**src/rtl/mem_if_pkg.sv**
```systemverilog
// ---------------------------------------------------------------------------
// mem_if_pkg
//   Definitions shared by the CPU data-memory interface and its responder.
//   - state_e      : responder FSM state encoding
//   - MEM_ADDR_W   : default request address width shared with the CPU
//   - MEM_DATA_W   : default data width shared with the CPU
//   - cnt_width()  : width of the wait-state counter for a given wait count
// ---------------------------------------------------------------------------
package mem_if_pkg;

  typedef enum logic [1:0] {
    ST_IDLE = 2'd0,
    ST_BUSY = 2'd1,
    ST_RESP = 2'd2
  } state_e;

  localparam int unsigned MEM_ADDR_W = 8;
  localparam int unsigned MEM_DATA_W = 8;

  // A counter that has to hold WAIT_CYCLES needs clog2(WAIT_CYCLES+1) bits;
  // keep at least one bit so WAIT_CYCLES=0 still yields a legal vector.
  function automatic int cnt_width(input int wait_cycles);
    int w;
    w = $clog2(wait_cycles + 1);
    return (w < 1) ? 1 : w;
  endfunction

endpackage

```
**src/rtl/data_mem_responder_if.sv**
```systemverilog
// ---------------------------------------------------------------------------
// data_mem_responder_if
//   Request/response bundle between the CPU memory-access stage (master)
//   and the data-memory responder (slave).
//   Request : req_valid, req_ready, req_we, req_addr, req_wdata
//   Response: rsp_valid, rsp_ready, rsp_rdata, rsp_err
// ---------------------------------------------------------------------------
interface data_mem_responder_if #(
  parameter int ADDR_W = mem_if_pkg::MEM_ADDR_W,
  parameter int DATA_W = mem_if_pkg::MEM_DATA_W
);

  logic              req_valid;
  logic              req_ready;
  logic              req_we;
  logic [ADDR_W-1:0] req_addr;
  logic [DATA_W-1:0] req_wdata;
  logic              rsp_valid;
  logic              rsp_ready;
  logic [DATA_W-1:0] rsp_rdata;
  logic              rsp_err;

  modport master (
    output req_valid, req_we, req_addr, req_wdata, rsp_ready,
    input  req_ready, rsp_valid, rsp_rdata, rsp_err
  );

  modport slave (
    input  req_valid, req_we, req_addr, req_wdata, rsp_ready,
    output req_ready, rsp_valid, rsp_rdata, rsp_err
  );

endinterface

```
**src/rtl/data_mem_array.sv**
```systemverilog
// ---------------------------------------------------------------------------
// data_mem_array
//   DEPTH x DATA_W byte store. Synchronous write, combinational read,
//   contents are not reset.
//   clk      in  clock
//   we_i     in  write enable (write happens on the rising edge)
//   addr_i   in  shared read/write address
//   wdata_i  in  write data
//   rdata_o  out read data for addr_i (combinational)
// ---------------------------------------------------------------------------
module data_mem_array #(
  parameter int DEPTH  = 256,
  parameter int DATA_W = 8,
  parameter int AW     = 8
) (
  input  logic              clk,
  input  logic              we_i,
  input  logic [AW-1:0]     addr_i,
  input  logic [DATA_W-1:0] wdata_i,
  output logic [DATA_W-1:0] rdata_o
);

  logic [DATA_W-1:0] mem_q [DEPTH];

  always_ff @(posedge clk) begin
    if (we_i) begin
      mem_q[addr_i] <= wdata_i;
    end
  end

  assign rdata_o = mem_q[addr_i];

endmodule

```
**src/rtl/data_mem_responder.sv**
```systemverilog
// ---------------------------------------------------------------------------
// data_mem_responder
//   Target end of the CPU data-memory interface. Accepts one load/store at a
//   time, inserts WAIT_CYCLES wait states, then commits the store or returns
//   the load byte on the response channel. Out-of-range addresses
//   (addr >= DEPTH) suppress the store and answer with rsp_err=1, rdata 0.
//   clk    in  clock, all state on the rising edge
//   rst_n  in  asynchronous active-low reset
//   bus    slave side of data_mem_responder_if (request + response channels)
// ---------------------------------------------------------------------------
module data_mem_responder
  import mem_if_pkg::*;
#(
  parameter int ADDR_W      = MEM_ADDR_W,
  parameter int DATA_W      = MEM_DATA_W,
  parameter int DEPTH       = 256,
  parameter int WAIT_CYCLES = 2
) (
  input  logic                 clk,
  input  logic                 rst_n,
  data_mem_responder_if.slave  bus
);

  localparam int CNT_W = cnt_width(WAIT_CYCLES);
  localparam int AW    = (DEPTH > 1) ? $clog2(DEPTH) : 1;

  localparam logic [CNT_W-1:0]  WAIT_LD   = CNT_W'(WAIT_CYCLES);
  localparam logic [ADDR_W:0]   DEPTH_CMP = (ADDR_W + 1)'(DEPTH);

  state_e            state_q, state_d;
  logic [CNT_W-1:0]  cnt_q, cnt_d;
  logic              we_q, we_d;
  logic [ADDR_W-1:0] addr_q, addr_d;
  logic [DATA_W-1:0] wdata_q, wdata_d;
  logic [DATA_W-1:0] rdata_q, rdata_d;
  logic              err_q, err_d;

  logic              accept;
  logic              commit;
  logic              eff_we;
  logic [ADDR_W-1:0] eff_addr;
  logic [DATA_W-1:0] eff_wdata;
  logic              in_range;
  logic              mem_we;
  logic [DATA_W-1:0] mem_rdata;

  assign accept = (state_q == ST_IDLE) && bus.req_valid;
  // The commit happens on the edge that enters RESP.
  assign commit = (state_q != ST_RESP) && (state_d == ST_RESP);

  // With zero wait states the commit edge is also the accept edge, so the
  // live request must be used; in every later state the latched copy is.
  always_comb begin
    if (state_q == ST_IDLE) begin
      eff_we    = bus.req_we;
      eff_addr  = bus.req_addr;
      eff_wdata = bus.req_wdata;
    end else begin
      eff_we    = we_q;
      eff_addr  = addr_q;
      eff_wdata = wdata_q;
    end
  end

  // Full-width unsigned compare; the extra bit lets DEPTH == 2**ADDR_W fit.
  assign in_range = ({1'b0, eff_addr} < DEPTH_CMP);
  assign mem_we   = commit && eff_we && in_range;

  data_mem_array #(
    .DEPTH  (DEPTH),
    .DATA_W (DATA_W),
    .AW     (AW)
  ) u_mem (
    .clk     (clk),
    .we_i    (mem_we),
    .addr_i  (eff_addr[AW-1:0]),
    .wdata_i (eff_wdata),
    .rdata_o (mem_rdata)
  );

  // State register plus counter, request latches and response registers.
  always_ff @(posedge clk or negedge rst_n) begin
    if (!rst_n) begin
      state_q <= ST_IDLE;
      cnt_q   <= '0;
      we_q    <= 1'b0;
      addr_q  <= '0;
      wdata_q <= '0;
      rdata_q <= '0;
      err_q   <= 1'b0;
    end else begin
      state_q <= state_d;
      cnt_q   <= cnt_d;
      we_q    <= we_d;
      addr_q  <= addr_d;
      wdata_q <= wdata_d;
      rdata_q <= rdata_d;
      err_q   <= err_d;
    end
  end

  // Next-state logic.
  always_comb begin
    state_d = state_q;
    case (state_q)
      ST_IDLE: begin
        if (accept) begin
          state_d = (WAIT_CYCLES == 0) ? ST_RESP : ST_BUSY;
        end
      end
      ST_BUSY: begin
        if (cnt_q == CNT_W'(1)) begin
          state_d = ST_RESP;
        end
      end
      ST_RESP: begin
        if (bus.rsp_ready) begin
          state_d = ST_IDLE;
        end
      end
      default: state_d = ST_IDLE;
    endcase
  end

  // Request latches, wait counter and response data.
  always_comb begin
    cnt_d   = cnt_q;
    we_d    = we_q;
    addr_d  = addr_q;
    wdata_d = wdata_q;
    rdata_d = rdata_q;
    err_d   = err_q;
    if (accept) begin
      we_d    = bus.req_we;
      addr_d  = bus.req_addr;
      wdata_d = bus.req_wdata;
      cnt_d   = WAIT_LD;
    end else if (state_q == ST_BUSY) begin
      cnt_d = cnt_q - CNT_W'(1);
    end
    if (commit) begin
      err_d   = !in_range;
      rdata_d = (eff_we || !in_range) ? '0 : mem_rdata;
    end
  end

  // Outputs.
  always_comb begin
    bus.req_ready = (state_q == ST_IDLE);
    bus.rsp_valid = (state_q == ST_RESP);
    bus.rsp_rdata = rdata_q;
    bus.rsp_err   = err_q;
  end

endmodule

```
**src/flat_wrapper.sv**
```systemverilog
// flat-port wrapper written by rule: the top's interface ports become plain ports
module data_mem_responder_flat import mem_if_pkg::*;
#(
  parameter int ADDR_W      = MEM_ADDR_W,
  parameter int DATA_W      = MEM_DATA_W,
  parameter int DEPTH       = 256,
  parameter int WAIT_CYCLES = 2
)
  (clk, rst_n, bus_req_valid, bus_req_we, bus_req_addr, bus_req_wdata, bus_rsp_ready, bus_req_ready, bus_rsp_valid, bus_rsp_rdata, bus_rsp_err);
  data_mem_responder_if #(.ADDR_W(ADDR_W), .DATA_W(DATA_W)) bus_i ();
  input  logic clk;
  input  logic rst_n;
  input wire logic [$bits(bus_i.req_valid)-1:0] bus_req_valid;
  input wire logic [$bits(bus_i.req_we)-1:0] bus_req_we;
  input wire logic [$bits(bus_i.req_addr)-1:0] bus_req_addr;
  input wire logic [$bits(bus_i.req_wdata)-1:0] bus_req_wdata;
  input wire logic [$bits(bus_i.rsp_ready)-1:0] bus_rsp_ready;
  output wire logic [$bits(bus_i.req_ready)-1:0] bus_req_ready;
  output wire logic [$bits(bus_i.rsp_valid)-1:0] bus_rsp_valid;
  output wire logic [$bits(bus_i.rsp_rdata)-1:0] bus_rsp_rdata;
  output wire logic [$bits(bus_i.rsp_err)-1:0] bus_rsp_err;
  assign bus_i.req_valid = bus_req_valid;
  assign bus_i.req_we = bus_req_we;
  assign bus_i.req_addr = bus_req_addr;
  assign bus_i.req_wdata = bus_req_wdata;
  assign bus_i.rsp_ready = bus_rsp_ready;
  assign bus_req_ready = bus_i.req_ready;
  assign bus_rsp_valid = bus_i.rsp_valid;
  assign bus_rsp_rdata = bus_i.rsp_rdata;
  assign bus_rsp_err = bus_i.rsp_err;
  data_mem_responder #(.ADDR_W(ADDR_W), .DATA_W(DATA_W), .DEPTH(DEPTH), .WAIT_CYCLES(WAIT_CYCLES)) u_core (.clk(clk), .rst_n(rst_n), .bus(bus_i));
endmodule
```
**config.mk**
```make
export PLATFORM = sky130hd
export DESIGN_NAME = data_mem_responder_flat
export DESIGN_NICKNAME = d
export VERILOG_FILES = /design/src/rtl/mem_if_pkg.sv /design/src/rtl/data_mem_responder_if.sv /design/src/rtl/data_mem_array.sv /design/src/rtl/data_mem_responder.sv /design/src/flat_wrapper.sv
export SDC_FILE = /design/constraint.sdc
export NUM_CORES = 2
export LEC_CHECK = 0
export ABC_AREA = 1
export CAP_MARGIN = 20
export CORE_UTILIZATION = 60
export CTS_BUF_LIST = sky130_fd_sc_hd__clkbuf_4
export CTS_CLUSTER_SIZE = 10
export DETAILED_ROUTE_END_ITERATION = 12
export PLACE_DENSITY_LB_ADDON = 0.3
export REMOVE_ABC_BUFFERS = 1
export SLEW_MARGIN = 10
export SYNTH_ARGS = -nofsm -noshare
export SYNTH_HDL_FRONTEND = slang
export SYNTH_SLANG_ARGS = --single-unit
```
**constraint.sdc**
```tcl
create_clock -name clk -period 19.1 [get_ports clk]
set_input_delay 1.91 -clock clk [delete_from_list [all_inputs] [get_ports clk]]
set_output_delay 1.91 -clock clk [all_outputs]
set_load 0.05 [all_outputs]
```
# == After elaboration in Yosys (flattened, before gate mapping) ==
# Memory sizes are Yosys's and may differ from the RTL's.
# Index checks and enable logic that the tools add are counted.
# op_classes
addsub,1
eq_ne,5
muxes,12
reduce_logical,5
# op_table
operator,count
$mux 8,3
$mux 2,5
$pmux 2 s3,1
$eq 2x1->1 const B,2
$eq 2x2->1 const B,2
$logic_and 1x1->1,3
$mux 1,3
$logic_not 2->1,1
$ne 2x2->1 const B,1
$reduce_bool 2->1,1
$sub 2x1->2 const B,1
# totals
reg_bits,29
ramBits,2048
output_inout_bits,11
elab_cells,30
memories,1
# memory_table
name,depth,word_bits,rd,rd_clocked_by_memory_dff,write_ports,line,text
u_core.u_mem.mem_q,256,8,1,0,1,data_mem_array.sv:23,logic [DATA_W-1:0] mem_q [DEPTH];

# == Logic depth before layout (Yosys ltp) ==
# logic_depth
ltp_word,9
mapped_depth,22
ltp_nobuf,18

# == By module ==
# A second synthesis with hierarchy kept.
# unflattened
hier_cells,8178
area_unflattened_um2,86140.1
# by_module_without_submodules
module,instances,cells_per_inst,area_per_inst_um2,seq_area_each_um2
data_mem_array,1,8013,84696.2,61499.0
data_mem_responder,1,165,1443.9,725.7

# == Worst setup path before layout ==
# Ideal clock, no wire load.
# synth_path
path_kind,input -> register
start,input bus_req_wdata[0]
end,memory u_core.u_mem.mem_q[0][0] (data pin)
arrival_time_ns,11.855
t_required_ns,16.911
path_slack_ns,5.056
cell_stages,2
path_buffers,0
cell_sequence,inv_1 -> o21ai_0
# synth_between
elab_chain_cells,1
# synth_rtl
item,line,text
start: declaration,flat_wrapper.sv:16,input wire logic [$bits(bus_i.req_wdata)-1:0] bus_req_wdata;
$mux 8,data_mem_responder.sv:54,if (state_q == ST_IDLE) begin
via u_core.eff_wdata[0],data_mem_responder.sv:42,logic [DATA_W-1:0] eff_wdata;
end: declaration,data_mem_array.sv:23,
# The timed path passes the listed nets, and every way through them passes these cells.

# == Worst setup path after layout ==
# layout_path
start,input bus_req_addr[0]
end,register u_core.rdata_q[1] (netlist: u_core.bus.rsp_rdata[1])
# layout_between
elab_chain_cells,3
# layout_rtl
item,line,text
start: declaration,flat_wrapper.sv:15,input wire logic [$bits(bus_i.req_addr)-1:0] bus_req_addr;
$mux 8,data_mem_responder.sv:54,
$mem_v2 256x8,--,
$mux 8,data_mem_responder.sv:143,rdata_d = (eff_we || !in_range) ? '0 : mem_rdata;
end signal: assignment,data_mem_responder.sv:97,rdata_q <= rdata_d;
end: declaration,data_mem_responder.sv:35,"logic [DATA_W-1:0] rdata_q, rdata_d;"
# No other way between the ends.
# A chain may end at the register's enable or synchronous reset.

==> flow_metrics.env <==
export IMPL_antenna_found_initial=6
export IMPL_whs_endpoint="u_core.wdata_q[5]"
export IMPL_fin_crit_ns=6.60
export IMPL_numCtsBuffers=533
export IMPL_avgSynthCellArea_um2=10.5
export IMPL_initial_core_util_pct=60.7
export IMPL_drive_above_1_share_pct=11.0
export IMPL_synth_top_cells_by_area="edfxtp_1 (70%), nand2_1 (13%), nor2_1 (4.3%), inv_1 (3.5%), o21ai_0 (3.1%)"
export IMPL_max_freq_ghz=0.151
export IMPL_r2r_start="u_core.state_q[0]"
export IMPL_cts_sinks=2077
export IMPL_synth_seq_area_share_pct=71.0
export IMPL_viasPerCell=5.72
export IMPL_place_hpwl_um=131000
export IMPL_tightest_slew_ns=1.31
export IMPL_final_cell_mix="nand2_1 (2962), edfxtp_1 (2048), nor2_1 (992), inv_1 (815), clkbuf_4 (761)"
export IMPL_die_h_um=384
export IMPL_p_per_area_nw_per_um2=177
export IMPL_drt_wirelength_per_cell_um=22.3
export IMPL_drt_iter0_markers=8482
export IMPL_track_usage_pct=32.8
export IMPL_pin_count=32
export IMPL_fill_cells=10700
export IMPL_grt_pass1_wl_um=359000
export IMPL_clock_tree_buffer_depth=4
export IMPL_critPathKind="in -> reg"
export IMPL_syn_inst=8382
export IMPL_floorplan_die_area_um2=148000
export IMPL_areaGrowthSynthToFinish_pct=9.35
export IMPL_die_w_um=384
export IMPL_status="finished, final reports clean"
export IMPL_setup_worst_path_end_class="register"
export IMPL_hold_path_startpoint="u_core.wdata_q[5]"
export IMPL_relSlewSlack_pct=11.8
export IMPL_hold_viol_final=0
export IMPL_synth_cell_types=26
export IMPL_port_buffers=30
export IMPL_vias=62000
export IMPL_fp_coreArea_um2=144000
export IMPL_ys_warn_count=0
export IMPL_r2r_slack_ns=12.65
export IMPL_crit_chain="clkdlybuf4s50_1 -> nand2_2 -> buf_4 -> nand2_8 -> buf_4 -> buf_4 -> buf_4 -> buf_4 -> o21ai_0 -> nand2_1 -> nand2_1 -> nand2_1 -> nand2_1 -> nor2_1 -> nor2_1 -> nor2_1 -> nand2_1 -> nand2_1 -> nand3_1 -> o21ai_1"
export IMPL_cp_max_fo=112
export IMPL_grt_max_degree=240
export IMPL_rsz0062_at_grt="false"
export IMPL_fin_worst_skew_ns=0.0714
export IMPL_hold_ws_ns=0.482
export IMPL_rows=139
export IMPL_place_ws_ns=11.32
export IMPL_place_gp_congestion=0.904
export IMPL_power_leakage_nw=38.7
export IMPL_post_cts_resize_count=0
export IMPL_grt_pass1_vias=60400
export IMPL_synth_top_cell_by_area="edfxtp_1"
export IMPL_finalSetupViolations=0
export IMPL_slowest_stage="buf_4"
export IMPL_nNetsFinal=8632
export IMPL_grt_overflow=0
export IMPL_hp_class="reg -> reg"
export IMPL_seq_area_um2=62200
export IMPL_cts_hold_buf=0
export IMPL_ant_nets=0
export IMPL_worstHoldPathCells=2
export IMPL_yosys_area_top_type_share_pct=70.2
export IMPL_post_cts_setup_buffers=0
export IMPL_htreeDepth=6
export IMPL_fin_ws_ns=12.50
export IMPL_startpoint_type="primary input"
export IMPL_drc_errors=0
export IMPL_timing_rr_end="u_core.bus.rsp_rdata[1]"
export IMPL_cpLargestDelayFamily="buffers and inverters"
export IMPL_cp_common_cell="nand2_1"
export IMPL_vdd_drop_max_uv=338
export IMPL_drv_cap=0
export IMPL_clkSlewWorstSetupHoldPaths_ns=0.06
export IMPL_cp_num_buf_inv=6
export IMPL_cts_root_buf="clkbuf_4"
export IMPL_layout_commonest_cell="nand2_1"
export IMPL_dp_cells=9977
export IMPL_synth_ff_latch_count=2077
export IMPL_syn_area_um2=87700
export IMPL_routed_wl_um=241000
export IMPL_clk_latency_ns=1.36
export IMPL_reg2reg_depth=21
export IMPL_worstPathRequired_ns=20.34
export IMPL_slew_viol_final=0
export IMPL_cts_tree="done"
export IMPL_finalCritPeriodShare_pct=34.6
export IMPL_cpPeakStageDelay_ns=0.87
export IMPL_arrival_ns=7.84
export IMPL_multi_input_area_um2=20700
export IMPL_fin_cells=10800
export IMPL_first_pass_iters=8
## through the flow
stage	util, %	power, W	TNS, ns	area [um^2]
after global routing	66.4	0.0177	0	95900
final	66.4	0.0170	0	95900
after floorplan	-	0.0119	-1492.43	85800
after CTS	66.4	0.0168	0	95800
after detailed placement	62.0	0.0132	0	89500
after global placement	62.0	0.0131	0	89500
## metal layers
metal | track usage, % | vias up | share of wire, %
met5 | 0 | - | 0.025
met4 | 16.8 | 8 | 5.1
met3 | 7.87 | 747 | 13
met2 | 50.6 | 4181 | 46
met1 | 43.5 | 29000 | 37
li1 | - | 28000 | -
## cell usage after synthesis
library cell	instances
inv_2	2
o21ai_1	253
or2_1	2
inv_1	815
conb_1	1
o21ai_0	550
o211ai_1	1
buf_1	29
clkbuf_1	213
a21oi_1	4
nor2_2	1
nand2_4	1
edfxtp_1	2048
o31ai_1	2
nand3_1	192
buf_6	2
dfrtp_1	29
nand2_1	2974
nor2_1	1001
ha_1	1
o21a_1	2
buf_2	165
nor2_4	2
nand2_2	6
or2_2	73
buf_4	13
## report_power, final
| part | internal (W) | total [W] | leakage [nW] | switching (W) |
|---|---|---|---|---|
| sequential | 0.00597 | 0.00600 | 18.9 | 0.0000315 |
| combinational | 0.00149 | 0.00730 | 16.0 | 0.00581 |
| clock | 0.00192 | 0.00365 | 3.79 | 0.00173 |
| total | 0.00939 | 0.0170 | 38.7 | 0.00757 |
## cell families after synthesis
family,Yosys count,share of synthesized area (%)
and+or+nand+nor,4252,18.7
DFF,2077,71.0
AOI/OAI and AO/OA,812,4.65
buffers and inverters,1239,5.61
other,1,0.00428
adders and majority gates,1,0.0143
## area by class of cell
type / count / area share (%)
flip-flops and latches: 2077 / 64.9
well taps: 1903 / 2.48
multi-input cells: 5066 / 21.6
clock inverters: 96 / 0.604
inverters: 817 / 3.20
repair buffers: 115 / 1.18
diodes: 6 / 0.0157
clock buffers: 761 / 5.96
## registers in the layout, indices dropped and copies added, names as in the netlist
name and count:
u_core.state_q 2, u_core.bus.rsp_rdata 8, u_core.we_q 1, u_core.addr_q 8
u_core.cnt_q 2, u_core.wdata_q 8, u_core.u_mem.mem_q 2048
## worst max-delay path by stage
stage / start / endpoint / slack (ns) / depth (start not counted)
finish: bus_req_addr[0] / u_core.bus.rsp_rdata[1] / 12.50 / 20
global route: bus_req_addr[0] / u_core.bus.rsp_rdata[7] / 12.08 / 20
CTS: bus_req_addr[0] / u_core.bus.rsp_rdata[2] / 12.71 / 20
detailed placement: bus_req_addr[0] / u_core.bus.rsp_rdata[1] / 11.32 / 20
global placement: bus_req_addr[0] / u_core.bus.rsp_rdata[3] / 11.48 / 20
floorplan: bus_req_addr[0] / u_core.u_mem.mem_q[0][0] / -2.89 / 5
## worst reg2reg max path: cells and delay by family, from the launching register on
kind | cells | cell delay (ns)
AOI/OAI and AO/OA | 2 | 0.45
buffers and inverters | 6 | 3.79
DFF | 1 | 0.45
and+or+nand+nor | 13 | 1.68
No activity file was read; power rests on OpenSTA's default activity.
